### src/rtl/pipe_pkg.sv
// Shared types and encodings for the pipeline hazard / cache-refill controller.
package pipe_pkg;

  typedef enum logic [1:0] {S_IDLE, S_REQ, S_FILL, S_DONE} refill_st_e;

  localparam logic [1:0] FWD_REG  = 2'b00;
  localparam logic [1:0] FWD_WB   = 2'b01;
  localparam logic [1:0] FWD_MEM  = 2'b10;
  localparam logic [1:0] RES_LOAD = 2'b01;

  // Register x0 is never bypassed; the memory stage holds the younger value.
  function automatic logic [1:0] fwd_sel(input logic [4:0] rs,
                                         input logic       wm, input logic [4:0] rdm,
                                         input logic       ww, input logic [4:0] rdw);
    if (wm && rdm != 5'd0 && rdm == rs)      return FWD_MEM;
    else if (ww && rdw != 5'd0 && rdw == rs) return FWD_WB;
    else                                     return FWD_REG;
  endfunction

endpackage

### src/rtl/pipe_ctrl_if.sv
// Pipeline-control bus between the datapath (master) and pipe_ctrl (slave).
// PIPE_CTRL_PERF_EN adds the performance-counter outputs.
interface pipe_ctrl_if #(parameter int REFILL_BEATS = 4);
  localparam int BW = $clog2(REFILL_BEATS);

  logic [4:0]    Rs1D, Rs2D, Rs1E, Rs2E, RdE, RdM, RdW;
  logic [1:0]    ResultSrcE;
  logic          RegWriteM, RegWriteW, PCSrcE;
  logic          cache_miss, mem_ready;
  logic          mem_req, refill_we;
  logic [BW-1:0] refill_beat;
  logic          stall_cache, StallF, StallD, FlushD, FlushE;
  logic [1:0]    ForwardAE, ForwardBE;
`ifdef PIPE_CTRL_PERF_EN
  logic [31:0]   stall_cycles, load_use_cnt, flush_cnt;
`endif

  modport master (
    output Rs1D, Rs2D, Rs1E, Rs2E, RdE, RdM, RdW, ResultSrcE,
           RegWriteM, RegWriteW, PCSrcE, cache_miss, mem_ready,
    input  mem_req, refill_we, refill_beat, stall_cache,
           StallF, StallD, FlushD, FlushE, ForwardAE, ForwardBE
`ifdef PIPE_CTRL_PERF_EN
           , stall_cycles, load_use_cnt, flush_cnt
`endif
  );

  modport slave (
    input  Rs1D, Rs2D, Rs1E, Rs2E, RdE, RdM, RdW, ResultSrcE,
           RegWriteM, RegWriteW, PCSrcE, cache_miss, mem_ready,
    output mem_req, refill_we, refill_beat, stall_cache,
           StallF, StallD, FlushD, FlushE, ForwardAE, ForwardBE
`ifdef PIPE_CTRL_PERF_EN
           , stall_cycles, load_use_cnt, flush_cnt
`endif
  );
endinterface

### src/rtl/refill_fsm.sv
// Cache-line refill sequencer: request, collect REFILL_BEATS words, release.
module refill_fsm
  import pipe_pkg::*;
#(
  parameter int REFILL_BEATS = 4,
  localparam int BW = $clog2(REFILL_BEATS)
) (
  input  logic          clk,
  input  logic          rst,
  input  logic          i_cache_miss,
  input  logic          i_mem_ready,
  output logic          o_mem_req,
  output logic          o_refill_we,
  output logic [BW-1:0] o_refill_beat,
  output logic          o_busy
);
  localparam logic [BW-1:0] LAST = BW'(REFILL_BEATS - 1);

  refill_st_e    r_state, w_nxt;
  logic [BW-1:0] r_beat;
  logic          w_beat_we;

  assign w_beat_we = (r_state == S_FILL) && i_mem_ready;

  always_ff @(posedge clk or posedge rst) begin
    if (rst) begin
      r_state <= S_IDLE;
      r_beat  <= '0;
    end else begin
      r_state <= w_nxt;
      if (w_beat_we) r_beat <= (r_beat == LAST) ? '0 : r_beat + 1'b1;
    end
  end

  always_comb begin
    w_nxt = r_state;
    case (r_state)
      S_IDLE:  if (i_cache_miss) w_nxt = S_REQ;
      S_REQ:   w_nxt = S_FILL;
      S_FILL:  if (w_beat_we && r_beat == LAST) w_nxt = S_DONE;
      S_DONE:  w_nxt = S_IDLE;
      default: w_nxt = S_IDLE;
    endcase
  end

  assign o_mem_req     = (r_state == S_REQ);
  assign o_refill_we   = w_beat_we;
  assign o_refill_beat = r_beat;
  assign o_busy        = (r_state != S_IDLE);
endmodule

### src/rtl/pipe_ctrl.sv
// Pipeline hazard unit: operand forwarding, load-use bubbles, branch flush, cache-miss freeze.
// PIPE_CTRL_PERF_EN adds saturating stall / load-use / flush counters.
module pipe_ctrl
  import pipe_pkg::*;
#(
  parameter int REFILL_BEATS = 4
) (
  input  logic        clk,
  input  logic        rst,
  pipe_ctrl_if.slave  bus
);
  logic w_busy, w_stall, w_lu;

  refill_fsm #(.REFILL_BEATS(REFILL_BEATS)) u_refill (
    .clk           (clk),
    .rst           (rst),
    .i_cache_miss  (bus.cache_miss),
    .i_mem_ready   (bus.mem_ready),
    .o_mem_req     (bus.mem_req),
    .o_refill_we   (bus.refill_we),
    .o_refill_beat (bus.refill_beat),
    .o_busy        (w_busy)
  );

  assign w_stall = bus.cache_miss | w_busy;
  assign w_lu    = (bus.ResultSrcE == RES_LOAD) && (bus.RdE != 5'd0) &&
                   ((bus.RdE == bus.Rs1D) || (bus.RdE == bus.Rs2D));

  assign bus.ForwardAE   = fwd_sel(bus.Rs1E, bus.RegWriteM, bus.RdM, bus.RegWriteW, bus.RdW);
  assign bus.ForwardBE   = fwd_sel(bus.Rs2E, bus.RegWriteM, bus.RdM, bus.RegWriteW, bus.RdW);
  assign bus.stall_cache = w_stall;

  // A branch held in E during a freeze is not flushed; it re-resolves once the stall drops.
  always_comb begin
    bus.StallF = 1'b0;
    bus.StallD = 1'b0;
    bus.FlushD = 1'b0;
    bus.FlushE = 1'b0;
    if (w_stall) begin
      bus.StallF = 1'b1;
      bus.StallD = 1'b1;
    end else if (bus.PCSrcE) begin
      bus.FlushD = 1'b1;
      bus.FlushE = 1'b1;
    end else if (w_lu) begin
      bus.StallF = 1'b1;
      bus.StallD = 1'b1;
      bus.FlushE = 1'b1;
    end
  end

`ifdef PIPE_CTRL_PERF_EN
  logic [31:0] r_stall_cycles, r_load_use_cnt, r_flush_cnt;
  logic        w_lu_issue, w_fl_issue;

  assign w_fl_issue = !w_stall && bus.PCSrcE;
  assign w_lu_issue = !w_stall && !bus.PCSrcE && w_lu;

  always_ff @(posedge clk or posedge rst) begin
    if (rst) begin
      r_stall_cycles <= '0;
      r_load_use_cnt <= '0;
      r_flush_cnt    <= '0;
    end else begin
      if (w_stall    && r_stall_cycles != '1) r_stall_cycles <= r_stall_cycles + 1'b1;
      if (w_lu_issue && r_load_use_cnt != '1) r_load_use_cnt <= r_load_use_cnt + 1'b1;
      if (w_fl_issue && r_flush_cnt    != '1) r_flush_cnt    <= r_flush_cnt + 1'b1;
    end
  end

  assign bus.stall_cycles = r_stall_cycles;
  assign bus.load_use_cnt = r_load_use_cnt;
  assign bus.flush_cnt    = r_flush_cnt;
`endif
endmodule

### src/flat_wrapper.sv
// flat-port wrapper written by rule: the top's interface ports become plain ports
module pipe_ctrl_flat import pipe_pkg::*;
#(
  parameter int REFILL_BEATS = 4
)
  (clk, rst, bus_Rs1D, bus_Rs2D, bus_Rs1E, bus_Rs2E, bus_RdE, bus_RdM, bus_RdW, bus_ResultSrcE, bus_RegWriteM, bus_RegWriteW, bus_PCSrcE, bus_cache_miss, bus_mem_ready, bus_mem_req, bus_refill_we, bus_refill_beat, bus_stall_cache, bus_StallF, bus_StallD, bus_FlushD, bus_FlushE, bus_ForwardAE, bus_ForwardBE);
  pipe_ctrl_if #(.REFILL_BEATS(REFILL_BEATS)) bus_i ();
  input  logic clk;
  input  logic rst;
  input wire logic [$bits(bus_i.Rs1D)-1:0] bus_Rs1D;
  input wire logic [$bits(bus_i.Rs2D)-1:0] bus_Rs2D;
  input wire logic [$bits(bus_i.Rs1E)-1:0] bus_Rs1E;
  input wire logic [$bits(bus_i.Rs2E)-1:0] bus_Rs2E;
  input wire logic [$bits(bus_i.RdE)-1:0] bus_RdE;
  input wire logic [$bits(bus_i.RdM)-1:0] bus_RdM;
  input wire logic [$bits(bus_i.RdW)-1:0] bus_RdW;
  input wire logic [$bits(bus_i.ResultSrcE)-1:0] bus_ResultSrcE;
  input wire logic [$bits(bus_i.RegWriteM)-1:0] bus_RegWriteM;
  input wire logic [$bits(bus_i.RegWriteW)-1:0] bus_RegWriteW;
  input wire logic [$bits(bus_i.PCSrcE)-1:0] bus_PCSrcE;
  input wire logic [$bits(bus_i.cache_miss)-1:0] bus_cache_miss;
  input wire logic [$bits(bus_i.mem_ready)-1:0] bus_mem_ready;
  output wire logic [$bits(bus_i.mem_req)-1:0] bus_mem_req;
  output wire logic [$bits(bus_i.refill_we)-1:0] bus_refill_we;
  output wire logic [$bits(bus_i.refill_beat)-1:0] bus_refill_beat;
  output wire logic [$bits(bus_i.stall_cache)-1:0] bus_stall_cache;
  output wire logic [$bits(bus_i.StallF)-1:0] bus_StallF;
  output wire logic [$bits(bus_i.StallD)-1:0] bus_StallD;
  output wire logic [$bits(bus_i.FlushD)-1:0] bus_FlushD;
  output wire logic [$bits(bus_i.FlushE)-1:0] bus_FlushE;
  output wire logic [$bits(bus_i.ForwardAE)-1:0] bus_ForwardAE;
  output wire logic [$bits(bus_i.ForwardBE)-1:0] bus_ForwardBE;
  assign bus_i.Rs1D = bus_Rs1D;
  assign bus_i.Rs2D = bus_Rs2D;
  assign bus_i.Rs1E = bus_Rs1E;
  assign bus_i.Rs2E = bus_Rs2E;
  assign bus_i.RdE = bus_RdE;
  assign bus_i.RdM = bus_RdM;
  assign bus_i.RdW = bus_RdW;
  assign bus_i.ResultSrcE = bus_ResultSrcE;
  assign bus_i.RegWriteM = bus_RegWriteM;
  assign bus_i.RegWriteW = bus_RegWriteW;
  assign bus_i.PCSrcE = bus_PCSrcE;
  assign bus_i.cache_miss = bus_cache_miss;
  assign bus_i.mem_ready = bus_mem_ready;
  assign bus_mem_req = bus_i.mem_req;
  assign bus_refill_we = bus_i.refill_we;
  assign bus_refill_beat = bus_i.refill_beat;
  assign bus_stall_cache = bus_i.stall_cache;
  assign bus_StallF = bus_i.StallF;
  assign bus_StallD = bus_i.StallD;
  assign bus_FlushD = bus_i.FlushD;
  assign bus_FlushE = bus_i.FlushE;
  assign bus_ForwardAE = bus_i.ForwardAE;
  assign bus_ForwardBE = bus_i.ForwardBE;
  pipe_ctrl #(.REFILL_BEATS(REFILL_BEATS)) u_core (.clk(clk), .rst(rst), .bus(bus_i));
endmodule
### config.mk
export PLATFORM = sky130hd
export DESIGN_NAME = pipe_ctrl_flat
export DESIGN_NICKNAME = d
export VERILOG_FILES = /design/src/rtl/pipe_pkg.sv /design/src/rtl/pipe_ctrl_if.sv /design/src/rtl/refill_fsm.sv /design/src/rtl/pipe_ctrl.sv /design/src/flat_wrapper.sv
export SDC_FILE = /design/constraint.sdc
export NUM_CORES = 1
export LEC_CHECK = 0
export ABC_AREA = 1
export BUFFER_PORTS_ARGS = -buffer_cell sky130_fd_sc_hd__buf_2
export CAP_MARGIN = 20
export CELL_PAD_IN_SITES_DETAIL_PLACEMENT = 1
export CELL_PAD_IN_SITES_GLOBAL_PLACEMENT = 2
export CORE_ASPECT_RATIO = 1.1
export CORE_MARGIN = 3
export CORE_UTILIZATION = 19
export DETAILED_ROUTE_END_ITERATION = 10
export GPL_ROUTABILITY_DRIVEN = 0
export HOLD_SLACK_MARGIN = 0.12
export PLACE_DENSITY_LB_ADDON = 0.1
export SYNTH_ARGS = -nofsm -noshare
export SYNTH_HDL_FRONTEND = slang
export SYNTH_HIERARCHICAL = 1
export SYNTH_SLANG_ARGS = --single-unit
### constraint.sdc
create_clock -name clk -period 2.3 [get_ports clk]
set_input_delay 0.23 -clock clk [delete_from_list [all_inputs] [get_ports clk]]
set_output_delay 0.23 -clock clk [all_outputs]
set_load 0.02 [all_outputs]
# [Word level (Yosys, flattened, before mapping)]
# Index checks and enable logic that the tools add are counted.
[word_totals] inputBits=44 regBits=4 output_inout_bits=13 wordCells=49
[op_classes] n_eq_ne=13 n_reduce_logical=17 add_sub_neg=1 muxes=15 bitwise_logic=1
[op_table] op="$eq A5 B5 Y1" count=6
[op_table] op="$reduce_bool A5 Y1" count=3
[op_table] op="$logic_and A1 B1 Y1" count=10
[op_table] op="$mux W2" count=5
[op_table] op="$mux W1" count=9
[op_table] op="$pmux W2 S4" count=1
[op_table] op="$eq A2 B2 Y1 const B" count=3
[op_table] op="$eq A2 B1 Y1 const B" count=2
[op_table] op="$add A2 B1 Y2 const B" count=1
[op_table] op="$logic_not A2 Y1" count=1
[op_table] op="$ne A2 B1 Y1 const B" count=1
[op_table] op="$ne A2 B2 Y1 const B" count=1
[op_table] op="$reduce_and A2 Y1" count=1
[op_table] op="$reduce_bool A2 Y1" count=1
[op_table] op="$logic_or A1 B1 Y1" count=1
[op_table] op="$or A1 B1 Y1" count=1

# [Longest topological paths before layout]
# Gate-level depths: netlist of the first run.
[depth] ltp_word=6 mapped_depth=9 mapped_depth_nobuf=8

# [Hierarchy]
# The synthesis of the first run kept the hierarchy.
[by_module_without_submodules] module="pipe_ctrl" cells_per_inst=102 area_per_inst_um2=536.8 instances=1 seq_area_each_um2=0.0
[by_module_without_submodules] module="refill_fsm" cells_per_inst=36 area_per_inst_um2=266.5 instances=1 seq_area_each_um2=100.1

# [Worst setup path before layout of the first run]
# No wires, ideal clock.
[synth_path] path_kind="register to output" startpoint="register u_core.u_refill.r_state[0]" endpoint="output bus_FlushE" required_ns=2.070 stages_incl_launch_ff=9 t_arrival_ns=1.466 slack_ns=0.604 path_buffers=0 cell_sequence="dfrtp_1 inv_1 ha_1 inv_1 nor2_2 inv_2 nor2_1 inv_1 nand2_1"
[synth_between] elab_chain_cells=3
[synth_rtl] item="start, declared" line="refill_fsm.sv:19" text="refill_st_e r_state, w_nxt;"
[synth_rtl] item="start signal, assigned" line="refill_fsm.sv:30" text="r_state <= w_nxt;"
[synth_rtl] item="$reduce_bool A2 Y1" line="refill_fsm.sv:49" text="assign o_busy = (r_state != S_IDLE);"
[synth_rtl] item="named net u_core.w_busy" line="pipe_ctrl.sv:12" text="logic w_busy, w_stall, w_lu;"
[synth_rtl] item="$or A1 B1 Y1" line="pipe_ctrl.sv:25" text="assign w_stall = bus.cache_miss | w_busy;"
[synth_rtl] item="named net bus_stall_cache" line="flat_wrapper.sv:26" text="output wire logic [$bits(bus_i.stall_cache)-1:0] bus_stall_cache;"
[synth_rtl] item="$mux W1" line="pipe_ctrl.sv:39" text="if (w_stall) begin"
[synth_rtl] item="end, declared" line="flat_wrapper.sv:30" text="output wire logic [$bits(bus_i.FlushE)-1:0] bus_FlushE;"
# The timed path passes the listed nets, and every way through them passes these cells.

# [Final worst setup path of the first run]
[layout_path] startpoint="register u_core.u_refill.r_state[0]" endpoint="output bus_FlushE"
[layout_between] elab_chain_cells=3
[layout_rtl] item="$reduce_bool A2 Y1" line="refill_fsm.sv:49"
[layout_rtl] item="named net u_core.w_busy" line="pipe_ctrl.sv:12"
[layout_rtl] item="$or A1 B1 Y1" line="pipe_ctrl.sv:25"
[layout_rtl] item="$mux W1" line="pipe_ctrl.sv:39"
# The timed path passes the listed nets, and every way through them passes these cells.

==> reports/results.md, run 1 <==
| Parameter | Value | Unit |
| --- | --- | --- |
| Run status | finished clean | - |
| Setup TNS | 0 | ns |
| Inserted Clock Buffers | 3 | - |
| Netlist area before placement | 803 | sq um |
| Synth cell types | 18 | - |
| Crit path launch type | register | - |
| Cell class contributing the biggest share of worst-path delay | buffers and inverters | - |
| Sequential share of the synthesized area | 12.5 | % |
| Critical path cell sequence | inv_1 -> ha_1 -> inv_1 -> nor2_2 -> inv_2 -> nor2_1 -> inv_1 -> nand2_1 -> buf_2 | - |
| Overall die width | 68.0 | um |
| Net count after synthesis | 187 | - |
| WHS Endpoint | u_core/u_refill/o_refill_beat[1]$_DFFE_PP0P_ | - |
| Die ar. | 5040 | sq um |
| Max frequency | 570 | MHz |
| Total half-perimeter wirelength after legalization and detailed placement | 2.44 | mm |
| Final count of hold timing violations | 0 | - |
| Chip Height | 74.2 | um |
| Remaining global-route overflow | 0 | - |
| Count of fill cells added during filler insertion | 562 | - |
| Antenna diode count | 0 | - |
| Maximum level of the CTS H-tree | 1 | - |
| Number of buffers added for setup after CTS | 0 | - |
| Count of hold-fix buffers inserted at cts | 1 | - |
| Worst Hold Path Cells | 4 | - |
| Post-CTS clock slew at the launch and capture registers of the worst setup and hold paths | 0.03 | ns |
| Layout cell share with drive strength beyond 1 | 34.0 | % |
| Slew at the pin with the worst max-slew slack | 0.179 | ns |
| Share of total power in the clock network | 19.5 | % |
| Antenna violations before repair | 0 | - |
| Number of vias after detailed routing | 1,012 | - |
| Number of rows in the core area | 24 | - |
| CP required | 2.07 | ns |
| Final routed wirelength across all metal layers | 2.60 | mm |
| Top-Level Pins | 57 | - |
| Clock tree root driver cell | sky130_fd_sc_hd__clkbuf_8 | - |
| Detailed-router iteration count before antenna repair | 4 | - |
| Setup repair after global routing missed its margin | false | - |
| Post-synthesis instance total | 138 | - |
| Area taken by flip-flops and latches | 100 | sq um |
| Cell internal pwr | 0.401 | mW |
| Share of total power consumed by net switching | 46.4 | % |
| Final routed DRC violation total | 0 | - |
| Reg2Reg Launch Point | u_core/u_refill/r_state[0]$_DFFE_PP0P_ | - |
| Mean instance size in the synthesized netlist | 5.82 | sq um |
| Clock tree buffer depth | 2 | - |
| Count of routing violations after the opening detailed-route iteration | 9 | - |
| Most common library cell in the layout ignoring fill and taps | sky130_fd_sc_hd__buf_2 | - |
| Cells resized by post-CTS repair | 0 | - |
| P_sw | 0.346 | mW |
| Worst vdd rail ir drop | 0.000381 | V |
| Source of the worst hold timing path | bus_mem_ready | - |
| Min cycle time layout | 1.75 | ns |
| Leakage power figure | 0.706 | nW |
| Worst reg2reg path endpoint | u_core/u_refill/r_state[0]$_DFFE_PP0P_ | - |
| Count of yosys warnings during synthesis | 6 | - |
| Number of pins exceeding their max-slew limit in the final report | 0 | - |
| Insertion delay to the later sink of the worst-skew pair | 0.21 | ns |
| Category of the worst setup path capture point | output pin | - |
| Largest fanout of any net on the critical path | 3 | - |
| Post-detailed-route via-to-cell ratio | 4.06 | - |
| Hold Crit Class | input pin to register | - |
| Setup crit start | u_core/u_refill/r_state[0]$_DFFE_PP0P_ | - |
| Buf+Inv Stages, Crit Path | 5 | - |
| Pin count of the biggest net entering global routing | 6 | - |
| Data arrival time at the worst-slack endpoint | 1.52 | ns |
| Average wire per standard cell | 10.4 | um |
| Crit Path Class | register to output pin | - |
| GRT Total Usage | 10.2 | % |
| Cell area reported after detailed placement | 1140 | sq um |
| Slowest Stage Delay on Critical Path | 0.38 | ns |
| Setup slack of the most critical reg-to-reg path | 1.20 | ns |
| Library cell contributing the largest single delay on the critical path | sky130_fd_sc_hd__dfrtp_1 | - |
| Number of failing setup endpoints in the final timing report | 0 | - |
| Ratio of final minimum period to clock period | 76.3 | % |
| Number of cell instances on the worst register-to-register path | 6 | - |
| Final antenna-violating net count | 0 | - |
| Total area of multi-input combinational cells | 602 | sq um |
| Clock sink total | 4 | - |
| Post-route cell area | 1190 | sq um |
| Clock skew after layout | 0.0000932 | ns |
| Max-cap check violation count | 0 | - |
| Relative max-transition margin | 88.0 | % |
| Power share of the sequential group | 18.2 | % |
| Initial core utilization | 20.0 | % |
| Global-route wire length before repair | 4.03 | mm |
| Logic gate share of total power | 62.3 | % |
| Most used cells in the layout excluding fill and tap cells | sky130_fd_sc_hd__buf_2, sky130_fd_sc_hd__nand2_1, sky130_fd_sc_hd__inv_1, sky130_fd_sc_hd__nor2_1, sky130_fd_sc_hd__xnor2_1 | - |
| Net total in the final layout | 248 | - |
| TritonCTS clock tree | built | - |
| Via count of the first global-routing pass | 1,030 | - |
| Number of storage elements in the synthesis netlist | 4 | - |
| Most repeated library cell on the critical path | sky130_fd_sc_hd__inv_1 | - |
| Pwr/cell area | 627 | nW/um^2 |
| Count of input and output buffers | 56 | - |
| Core region area | 4020 | sq um |
| P&R area growth vs syn | 48.4 | % |
-- final cells by class --
type                            instances  share of cell area [%]
Sequential cell                         4                    8.39
Multi-Input combinational cell        108                    50.5
Clock buffer                            3                    3.46
Inverter                               25                    7.87
Timing Repair Buffer                   57                    24.3
Tap cell                               52                    5.46
-- power groups by stage --
stage / clock network (mW) / logic, mW / registers (mW)
6_report: 0.146 / 0.466 / 0.136
5_1_grt: 0.158 / 0.539 / 0.141
4_1_cts: 0.153 / 0.478 / 0.137
3_5_place_dp: 0 / 0.474 / 0.137
3_3_place_gp: 0 / 0.457 / 0.134
2_1_floorplan: 0 / 0.299 / 0.152
-- per-layer routing --
| layer | GRT usage (%) | wire, um |
|---|---|---|
| met2 | 18.6 | 1260 |
| met5 | 0 | 0 |
| met4 | 1.32 | 12 |
| met1 | 12.3 | 1110 |
| met3 | 2.11 | 223 |
-- flip-flops by register name, summed over array words and instances, names as in the netlist --
signal / cells
u_core/u_refill/r_state: 2
u_core/u_refill/o_refill_beat: 2
-- logic make-up (layout without fill, tap and decap cells) --
group                    Yosys count  in the layout  synth area share [%]
XOR/XNOR                          22             22                  24.0
buffers and inverters             26             85                  12.6
adder cells (fa/ha/maj)            5              5                  7.79
AND/OR/NAND/NOR                   79             79                  41.4
flip-flops                         4              4                  12.5
AO/OA/AOI/OAI                      2              2                  1.71
-- Yosys cell counts --
cell type,instances,area (sq um)
sky130_fd_sc_hd__buf_4,1,7.51
sky130_fd_sc_hd__clkinv_1,1,3.75
sky130_fd_sc_hd__dfrtp_1,4,100
sky130_fd_sc_hd__ha_1,5,62.6
sky130_fd_sc_hd__inv_1,20,75.1
sky130_fd_sc_hd__inv_2,4,15.0
sky130_fd_sc_hd__nand2_1,44,165
sky130_fd_sc_hd__nand3_1,9,45.0
sky130_fd_sc_hd__nand3b_1,1,7.51
sky130_fd_sc_hd__nand4_1,2,12.5
sky130_fd_sc_hd__nor2_1,19,71.3
sky130_fd_sc_hd__nor2_2,1,6.26
sky130_fd_sc_hd__nor3_1,1,5.00
sky130_fd_sc_hd__nor3_2,2,20.0
sky130_fd_sc_hd__o21ai_1,1,5.00
sky130_fd_sc_hd__o21ai_2,1,8.76
sky130_fd_sc_hd__xnor2_1,16,140
sky130_fd_sc_hd__xor2_1,6,52.6
-- worst max-delay path by stage --
stage	to	slack, ns	depth (start not counted)
after global placement	bus_FlushE	0.84	9
after global routing	bus_FlushE	0.34	9
final	bus_FlushE	0.55	9
after floorplan	bus_FlushE	0.60	8
after detailed placement	bus_FlushE	0.74	9
after CTS	bus_FlushE	0.50	9
-- worst min-delay path, stage by stage --
cell and delay, ns:
sky130_fd_sc_hd__buf_2 0.09, sky130_fd_sc_hd__nand2_1 0.10, sky130_fd_sc_hd__nand2_1 0.08, sky130_fd_sc_hd__nand2_1 0.05
-- through the flow --
stage	cells	util [%]	setup WS, ns	power, mW	hold slack [ns]
CTS	249	29.6	0.505	0.768	0.369
global route	249	29.6	0.336	0.838	0.403
floorplan	138	-	0.604	0.451	-0.00392
global placement	245	28.4	0.836	0.591	0.116
detailed placement	245	28.4	0.736	0.611	0.123
finish	249	29.6	0.545	0.747	0.372
Power figures use the tool's default switching activity.
==> run 2: changes to the inputs <==
Settings changed: ABC_AREA 1 to 0, CORE_UTILIZATION 19 to 17.
Clock period 2.3 ns to 1.49 ns, I/O delays scaled along.
==> run 2 against run 1 <==
- routed wire length decreased by 1.3%
- largest cell class unchanged
- critical path type is now input pin to output pin
- power up 100%
- worst setup slack got worse by 0.61 ns
- clock power is 55% higher
- sequential share of layout area is 1.6 points lower
- the run now ends with setup timing left
- clock skew is 0.00084 ns higher
- via count shrank 15%
- sequential cell count unchanged
==> reports/results.md, run 2 <==
| Parameter | Value | Unit | Delta |
| --- | --- | --- | --- |
| Net count after synthesis | 129 | - | was 187 |
| Area taken by flip-flops and latches | 100 | sq um | unchanged |
| Slew at the pin with the worst max-slew slack | 0.323 | ns | was 0.179 ns |
| Count of fill cells added during filler insertion | 459 | - | was 562 |
| Buf+Inv Stages, Crit Path | 2 | - | was 5 |
| Sequential share of the synthesized area | 14.3 | % | was 12.5% |
| CP required | 1.34 | ns | was 2.07 ns |
| Predominant post-synthesis flop cell | sky130_fd_sc_hd__dfrtp_1 | - | unchanged |
| Crit Path Class | input pin to output pin | - | was register to output pin |
| Most common library cell in the layout ignoring fill and taps | sky130_fd_sc_hd__buf_2 | - | unchanged |
| Number of flops mapped to enable cells by yosys | 0 | - | unchanged |
| List of most frequent post-synthesis cells | sky130_fd_sc_hd__xor2_1, sky130_fd_sc_hd__inv_1, sky130_fd_sc_hd__xnor2_1 | - | was sky130_fd_sc_hd__nand2_1, sky130_fd_sc_hd__inv_1, sky130_fd_sc_hd__nor2_1 |
| GR Layer Usage met2 | 20.5 | % | was 18.6% |
| Slowest Stage Delay on Critical Path | 0.54 | ns | was 0.38 ns |
| Die ar. | 4910 | sq um | was 5040 sq um |
| Pin count of the biggest net entering global routing | 5 | - | was 6 |
| Layout cell share with drive strength beyond 1 | 68.3 | % | was 34.0% |
| Final routed DRC violation total | 0 | - | unchanged |
| Antenna diode count | 0 | - | unchanged |
| Dominant cell type by area after synthesis | sky130_fd_sc_hd__xor2_1 | - | was sky130_fd_sc_hd__nand2_1 |
| P&R area growth vs syn | 110 | % | was 48.4% |
| Initial core utilization | 18.4 | % | was 20.0% |
| Min cycle time layout | 1.55 | ns |  |
| GRT Total Usage | 10.6 | % | was 10.2% |
| Synth cell types | 24 | - | was 18 |
| Number of failing setup endpoints in the final timing report | 6 | - | was 0 |
| Maximum level of the CTS H-tree | 1 | - | unchanged |
| Category of the worst setup path capture point | output pin | - | unchanged |
| Core region area | 3800 | sq um | was 4020 sq um |
| Most repeated library cell on the critical path | sky130_fd_sc_hd__nor4_4 | - | was sky130_fd_sc_hd__inv_1 |
| Count of yosys warnings during synthesis | 6 | - | unchanged |
| Worst Slack Setup Final | -0.0624 | ns | was 0.545 ns |
| Data arrival time at the worst-slack endpoint | 1.40 | ns | was 1.52 ns |
| Final routed wirelength across all metal layers | 2.57 | mm | was 2.60 mm |
| Post-detailed-route via-to-cell ratio | 4.08 | - | was 4.06 |
| Average wire per standard cell | 12.2 | um | was 10.4 um |
| Count of routing violations after the opening detailed-route iteration | 3 | - | was 9 |
| Netlist area before placement | 698 | sq um | was 803 sq um |
| Insertion delay to the later sink of the worst-skew pair | 0.21 | ns | about the same |
| Setup repair after global routing missed its margin | true | - | was false |
| Violations in the final reports | setup timing | - |  |
| Max-cap check violation count | 0 | - | unchanged |
| TritonCTS clock tree | built | - | unchanged |
| Leakage power figure | 0.728 | nW | was 0.706 nW |
| Number of storage elements in the synthesis netlist | 4 | - | unchanged |
| PnR Total Power | 1.51 | mW | was 0.747 mW |
| Pwr/cell area | 1030 | nW/um^2 | was 627 nW/um^2 |
| Library cell contributing the largest single delay on the critical path | sky130_fd_sc_hd__or4_4 | - | was sky130_fd_sc_hd__dfrtp_1 |
| Via count of the first global-routing pass | 946 | - | was 1,030 |
| Final hold slack | 0.294 | ns | was 0.372 ns |
| Worst setup slack before clock tree synthesis | -0.180 | ns | was 0.736 ns |
| Number of pins exceeding their max-slew limit in the final report | 0 | - | unchanged |
| Global-route wire length before repair | 4.07 | mm | was 4.03 mm |
| Total half-perimeter wirelength after legalization and detailed placement | 2.29 | mm | was 2.44 mm |
| Chip Height | 73.2 | um | was 74.2 um |
| Clock tree buffer depth | 2 | - | unchanged |
| Count of input and output buffers | 56 | - | unchanged |
| Clock skew after layout | 0.000928 | ns | was 0.0000932 ns |
| Post-synthesis instance total | 80 | - | was 138 |
| Fraction of synthesized cell area taken by the top area cell type | 30.1 | % | was 20.6% |
| Ratio of final minimum period to clock period | 104 | % |  |
| Crit path launch type | input pin | - | was register |
| Worst vdd rail ir drop | 0.000610 | V | was 0.000381 V |
| Detailed-router iteration count before antenna repair | 3 | - | was 4 |
| Net total in the final layout | 212 | - | was 248 |
| Overall die width | 67.1 | um | was 68.0 um |
| Util after Layout | 38.6 | % | was 29.6% |
| Final count of hold timing violations | 0 | - | unchanged |
| Post-synth ARST share | 100 | % | unchanged |
| Number of rows in the core area | 23 | - | was 24 |
| Worst Hold Path Cells | 3 | - | was 4 |
| Most used cells in the layout excluding fill and tap cells | sky130_fd_sc_hd__buf_2, sky130_fd_sc_hd__buf_4, sky130_fd_sc_hd__xor2_1, sky130_fd_sc_hd__xnor2_1 | - | was sky130_fd_sc_hd__buf_2, sky130_fd_sc_hd__nand2_1, sky130_fd_sc_hd__inv_1, sky130_fd_sc_hd__nor2_1, sky130_fd_sc_hd__xnor2_1 |
| Total area of multi-input combinational cells | 734 | sq um | was 602 sq um |
| Post-CTS clock slew at the launch and capture registers of the worst setup and hold paths | 0.03 | ns | about the same |
| Top-Level Pins | 57 | - | unchanged |
| Final antenna-violating net count | 0 | - | unchanged |
| Inserted Clock Buffers | 3 | - | unchanged |
| Antenna violations before repair | 0 | - | unchanged |
| Clock tree root driver cell | sky130_fd_sc_hd__clkbuf_8 | - | unchanged |
| Met1 demand-to-capacity share in global routing | 11.7 | % | was 12.3% |
| Cell depth of the worst setup path | 6 | - | was 9 |
| Mean instance size in the synthesized netlist | 8.73 | sq um | was 5.82 sq um |
| Library cell with the highest instance count after synthesis | sky130_fd_sc_hd__xor2_1 | - | was sky130_fd_sc_hd__nand2_1 |
| Number of cell instances on the worst register-to-register path | 5 | - | was 6 |
| Largest fanout of any net on the critical path | 2 | - | was 3 |
| Run status | finished, violations left | - | was finished clean |
| Cell class contributing the biggest share of worst-path delay | simple AND/OR/NAND/NOR gates | - | was buffers and inverters |
| Clock sink total | 4 | - | unchanged |
| Critical path cell sequence | buf_8 -> or4_4 -> o21ai_4 -> nor4_4 -> nor4_4 -> buf_4 | - | was inv_1 -> ha_1 -> inv_1 -> nor2_2 -> inv_2 -> nor2_1 -> inv_1 -> nand2_1 -> buf_2 |
| Met3 capacity usage during global routing | 1.85 | % | was 2.11% |
| Remaining global-route overflow | 0 | - | unchanged |
| Grt peak-use layer | met2 | - | unchanged |
| Largest cells by area after synthesis | sky130_fd_sc_hd__xor2_1, sky130_fd_sc_hd__dfrtp_1, sky130_fd_sc_hd__ha_1 | - | was sky130_fd_sc_hd__nand2_1, sky130_fd_sc_hd__xnor2_1, sky130_fd_sc_hd__dfrtp_1 |
| Relative max-transition margin | 78.3 | % | was 88.0% |
| Number of vias after detailed routing | 861 | - | was 1,012 |
| Hold Crit Class | input pin to register | - | unchanged |
| Max frequency | 644 | MHz |  |
-- run 2: changes by cell type in the layout (fill, tap and decap cells not counted), moves of 3 or more --
| cell | change |
|---|---|
| sky130_fd_sc_hd__nand3_1 | -8 |
| sky130_fd_sc_hd__nor2_1 | -16 |
| sky130_fd_sc_hd__nand2_1 | -42 |
| sky130_fd_sc_hd__or4_4 | +3 |
| sky130_fd_sc_hd__inv_1 | -17 |
| sky130_fd_sc_hd__xor2_1 | +17 |
| sky130_fd_sc_hd__buf_6 | +3 |
| sky130_fd_sc_hd__buf_2 | -11 |
| sky130_fd_sc_hd__buf_4 | +29 |
| sky130_fd_sc_hd__xnor2_1 | -11 |
| sky130_fd_sc_hd__nor4_4 | +3 |
-- run 2: repair_timing --
item,CTS,global route
buffers inserted,4,3
gates resized for setup,28,13
hold buffers,1,0
pin swaps,14,4
endpoints found under the hold margin,4,0
endpoints found under the setup margin,9,10
-- run 2: area by class of cell --
| cell class | count | area share [%] |
|---|---|---|
| Sequential cell | 4 | 6.83 |
| Timing Repair Buffer | 79 | 34.2 |
| Multi-Input combinational cell | 68 | 50.1 |
| Tap cell | 50 | 4.27 |
| Inverter | 7 | 1.79 |
| Clock buffer | 3 | 2.82 |
-- run 2: final timing paths --
path | slack (ns) | startpoint | end
max | -0.06 | bus_RdM[4] | bus_ForwardAE[0]
min | 0.29 | bus_mem_ready | u_core/u_refill/o_refill_beat[1]$_DFFE_PP0P_
max reg2reg | 0.07 | u_core/u_refill/r_state[1]$_DFFE_PP0P_ | u_core/u_refill/r_state[1]$_DFFE_PP0P_
min reg2reg | 0.54 | u_core/u_refill/o_refill_beat[1]$_DFFE_PP0P_ | u_core/u_refill/o_refill_beat[1]$_DFFE_PP0P_
max in group asynchronous | 0.98 | rst | u_core/u_refill/r_state[1]$_DFFE_PP0P_
min in group asynchronous | 0.36 | rst | u_core/u_refill/o_refill_beat[0]$_DFFE_PP0P_
-- run 2: logic make-up after synthesis --
group / share of synthesized area (%)
and+or+nand+nor: 21.0
buffers and inverters: 4.84
AOI/OAI and AO/OA: 9.50
muxes: 3.76
xor gates and xnor gates: 37.6
adders and majority gates: 8.96
DFF: 14.3
-- run 2: power by group --
part / internal (mW) / switching (mW)
sequential: 0.169 / 0.0430
clock: 0.172 / 0.0536
combinational: 0.564 / 0.504
total: 0.905 / 0.600
-- run 2: worst register-to-register path, stage by stage (launching register included) --
cell and delay [ns]:
sky130_fd_sc_hd__dfrtp_1 0.38, sky130_fd_sc_hd__buf_4 0.13, sky130_fd_sc_hd__buf_4 0.13, sky130_fd_sc_hd__ha_4 0.17, sky130_fd_sc_hd__a21oi_2 0.17, sky130_fd_sc_hd__mux2_4 0.31
-- run 2: routing by layer --
| metal | routed length (um) | up-vias |
|---|---|---|
| met5 | 0 | - |
| met3 | 228 | 0 |
| met4 | 0 | 0 |
| li1 | - | 436 |
| met2 | 1380 | 35 |
| met1 | 963 | 390 |
-- run 2: through the flow --
step | setup TNS [ns] | std cells | area [sq um]
after global placement | -0.427 | 200 | 1190
after floorplan | -0.109 | 80 | 738
after CTS | -0.228 | 208 | 1370
after detailed placement | -0.644 | 200 | 1190
final | -0.248 | 211 | 1470
after global routing | -0.662 | 211 | 1470
==> run 3: changes to the inputs <==
Settings changed: CORE_ASPECT_RATIO 1.1 to default, CORE_UTILIZATION 17 to 21, SLEW_MARGIN from default to 20.
Clock period 1.49 ns to 1.9 ns, I/O delays scaled along.
==> run 3 against run 2 <==
- the flow now finishes without violations
- final area is 26% lower
- sequential power fell by 20%
- sequential share of layout area increased by 2.4 points
- global-route usage grew 0.83 points
- power is 43% lower
- worst setup slack improved by 0.20 ns
- clock skew rose by 0.0016 ns
- largest power group unchanged
==> reports/results.md, run 3 (same netlist as run 2, synthesis figures left out) <==
| Parameter | Value | Unit | Delta |
| --- | --- | --- | --- |
| Max-cap check violation count | 0 | - | unchanged |
| Total half-perimeter wirelength after legalization and detailed placement | 1.99 | mm | was 2.29 mm |
| Layout cell share with drive strength beyond 1 | 51.4 | % | was 68.3% |
| Pwr/cell area | 788 | nW/um^2 | was 1030 nW/um^2 |
| Number of pins exceeding their max-slew limit in the final report | 0 | - | unchanged |
| Capture point of the worst path | bus_ForwardBE[0] | - | was bus_ForwardAE[0] |
| Leakage power figure | 0.577 | nW | was 0.728 nW |
| Final hold slack | 0.365 | ns | was 0.294 ns |
| Core region area | 3100 | sq um | was 3800 sq um |
| Clock tree root driver cell | sky130_fd_sc_hd__clkbuf_4 | - | was sky130_fd_sc_hd__clkbuf_8 |
| Crit Path Class | input pin to output pin | - | unchanged |
| Cell area reported after detailed placement | 1030 | sq um | was 1190 sq um |
| Logic gate share of total power | 68.2 | % | was 70.9% |
| Initial core utilization | 22.5 | % | was 18.4% |
| Setup slack of the most critical reg-to-reg path | 0.57 | ns | was 0.07 ns |
| Average wire per standard cell | 12.0 | um | was 12.2 um |
| Global-route wire length before repair | 3.77 | mm | was 4.07 mm |
| Die ar. | 4050 | sq um | was 4910 sq um |
| Reg2Reg Launch Point | u_core/u_refill/r_state[1]$_DFFE_PP0P_ | - | unchanged |
| Relative max-transition margin | 71.2 | % | was 78.3% |
| Pin count of the biggest net entering global routing | 5 | - | unchanged |
| Min cycle time layout | 1.77 | ns |  |
| Number of vias after detailed routing | 770 | - | was 861 |
| Critical path cell sequence | buf_2 -> or4_1 -> o21ai_2 -> nor4_1 -> nor4_2 -> buf_2 | - | was buf_8 -> or4_4 -> o21ai_4 -> nor4_4 -> nor4_4 -> buf_4 |
| Hold Crit Class | input pin to register | - | unchanged |
| Library cell contributing the largest single delay on the critical path | sky130_fd_sc_hd__or4_1 | - | was sky130_fd_sc_hd__or4_4 |
| Share of total power consumed by net switching | 43.9 | % | was 39.9% |
| Insertion delay to the later sink of the worst-skew pair | 0.23 | ns | was 0.21 ns |
| Category of the worst setup path capture point | output pin | - | unchanged |
| TritonCTS clock tree | built | - | unchanged |
| Clock sink total | 4 | - | unchanged |
| Number of cell instances on the worst register-to-register path | 5 | - | unchanged |
| Post-route cell area | 1090 | sq um | was 1470 sq um |
| Inserted Clock Buffers | 3 | - | unchanged |
| P&R area growth vs syn | 56.1 | % | was 110% |
| Most repeated library cell on the critical path | sky130_fd_sc_hd__buf_2 | - | was sky130_fd_sc_hd__nor4_4 |
| Post-detailed-route via-to-cell ratio | 4.18 | - | was 4.08 |
| Count of input and output buffers | 56 | - | unchanged |
| Net total in the final layout | 191 | - | was 212 |
| Slew at the pin with the worst max-slew slack | 0.428 | ns | was 0.323 ns |
| Final antenna-violating net count | 0 | - | unchanged |
| Util after Layout | 35.1 | % | was 38.6% |
| Largest fanout of any net on the critical path | 3 | - | was 2 |
| Setup crit start | bus_RdM[1] | - | was bus_RdM[4] |
| Share of total power in the clock network | 12.0 | % | was 15.0% |
| Maximum level of the CTS H-tree | 1 | - | unchanged |
| Final routed wirelength across all metal layers | 2.21 | mm | was 2.57 mm |
| GRT Total Usage | 11.4 | % | was 10.6% |
| Final routed DRC violation total | 0 | - | unchanged |
| Final count of hold timing violations | 0 | - | unchanged |
| Number of failing setup endpoints in the final timing report | 0 | - | was 6 |
| Most common library cell in the layout ignoring fill and taps | sky130_fd_sc_hd__buf_2 | - | unchanged |
| Data arrival time at the worst-slack endpoint | 1.58 | ns | was 1.40 ns |
| Chip Height | 63.7 | um | was 73.2 um |
| Run status | finished clean | - | was finished, violations left |
| Detailed-router iteration count before antenna repair | 2 | - | was 3 |
| Slowest Stage Delay on Critical Path | 0.53 | ns | was 0.54 ns |
| Most used cells in the layout excluding fill and tap cells | sky130_fd_sc_hd__buf_2, sky130_fd_sc_hd__xor2_1, sky130_fd_sc_hd__xnor2_1 | - | was sky130_fd_sc_hd__buf_2, sky130_fd_sc_hd__buf_4, sky130_fd_sc_hd__xor2_1, sky130_fd_sc_hd__xnor2_1 |
| Number of rows in the core area | 20 | - | was 23 |
| Antenna violations before repair | 0 | - | unchanged |
| Power share of the sequential group | 19.7 | % | was 14.1% |
| Count of routing violations after the opening detailed-route iteration | 6 | - | was 3 |
| Crit path launch type | input pin | - | unchanged |
| Source of the worst hold timing path | bus_mem_ready | - | unchanged |
| Overall die width | 63.7 | um | was 67.1 um |
| Remaining global-route overflow | 0 | - | unchanged |
| Post-CTS clock slew at the launch and capture registers of the worst setup and hold paths | 0.03 | ns | about the same |
| Max frequency | 566 | MHz |  |
| Clock skew after layout | 0.00248 | ns | was 0.000928 ns |
| CP required | 1.71 | ns | was 1.34 ns |
| Worst vdd rail ir drop | 0.000490 | V | was 0.000610 V |
| Top-Level Pins | 57 | - | unchanged |
| Clock tree buffer depth | 2 | - | unchanged |
| Worst reg2reg path endpoint | u_core/u_refill/r_state[1]$_DFFE_PP0P_ | - | unchanged |
| Via count of the first global-routing pass | 823 | - | was 946 |
| Antenna diode count | 0 | - | unchanged |
| P_sw | 0.376 | mW | was 0.600 mW |
| Cell internal pwr | 0.482 | mW | was 0.905 mW |
| Ratio of final minimum period to clock period | 93.0 | % |  |
==> run 3: critical path, delay by kind of cell <==
| family | cells | cell delay [ns] |
|---|---|---|
| AND/OR/NAND/NOR | 3 | 0.91 |
| AO/OA/AOI/OAI | 1 | 0.15 |
| buffers and inverters | 2 | 0.33 |
==> run 3: cell type report <==
cell class / count / area (sq um)
Multi-Input combinational cell: 68 / 586
Timing Repair Buffer: 58 / 300
Sequential cell: 4 / 100
Fill cell: 402 / 2010
Inverter: 7 / 26.3
Clock buffer: 3 / 22.5
Tap cell: 44 / 55.1
==> run 3: worst min path at each step <==
stage                                                         to  slack [ns]  cells after the start
floorplan           u_core/u_refill/o_refill_beat[0]$_DFFE_PP0P_       -0.04                      1
global placement          u_core/u_refill/r_state[0]$_DFFE_PP0P_        0.07                      2
detailed placement  u_core/u_refill/o_refill_beat[0]$_DFFE_PP0P_        0.08                      2
CTS                 u_core/u_refill/o_refill_beat[0]$_DFFE_PP0P_        0.35                      3
global route              u_core/u_refill/r_state[0]$_DFFE_PP0P_        0.38                      3
finish              u_core/u_refill/o_refill_beat[0]$_DFFE_PP0P_        0.37                      3
==> run 3: routing by layer <==
metal	track usage [%]	vias up	wire (um)
met4	4.85	0	15
met5	0	-	0
met1	13.9	349	916
li1	-	394	-
met2	19.3	25	1160
met3	2.32	2	114
==> run 3: power by group through the flow <==
stage | Sequential [mW] | Clock [mW] | Combinational [mW]
after floorplan | 0.189 | 0 | 0.359
after global placement | 0.167 | 0 | 0.547
after detailed placement | 0.170 | 0 | 0.552
after CTS | 0.171 | 0.109 | 0.585
after global routing | 0.180 | 0.115 | 0.653
final | 0.169 | 0.103 | 0.586
==> run 3: repair_timing <==
item                       4_1_cts  5_1_grt
hold buffers                     1        0
resized for setup                4        2
hold endpoints to repair         4        0
pin swaps                        1        0
buffers inserted                 1        0
setup endpoints to repair        1        1
==> run 3: through the flow <==
stage	setup WS, ns	total power [mW]	TNS (ns)	std cells
2_1_floorplan	-0.0972	0.548	-0.186	80
3_3_place_gp	0.141	0.714	0	179
3_5_place_dp	0.119	0.722	0	179
4_1_cts	0.120	0.864	0	184
5_1_grt	-0.00475	0.948	-0.00475	184
6_report	0.133	0.858	0	184
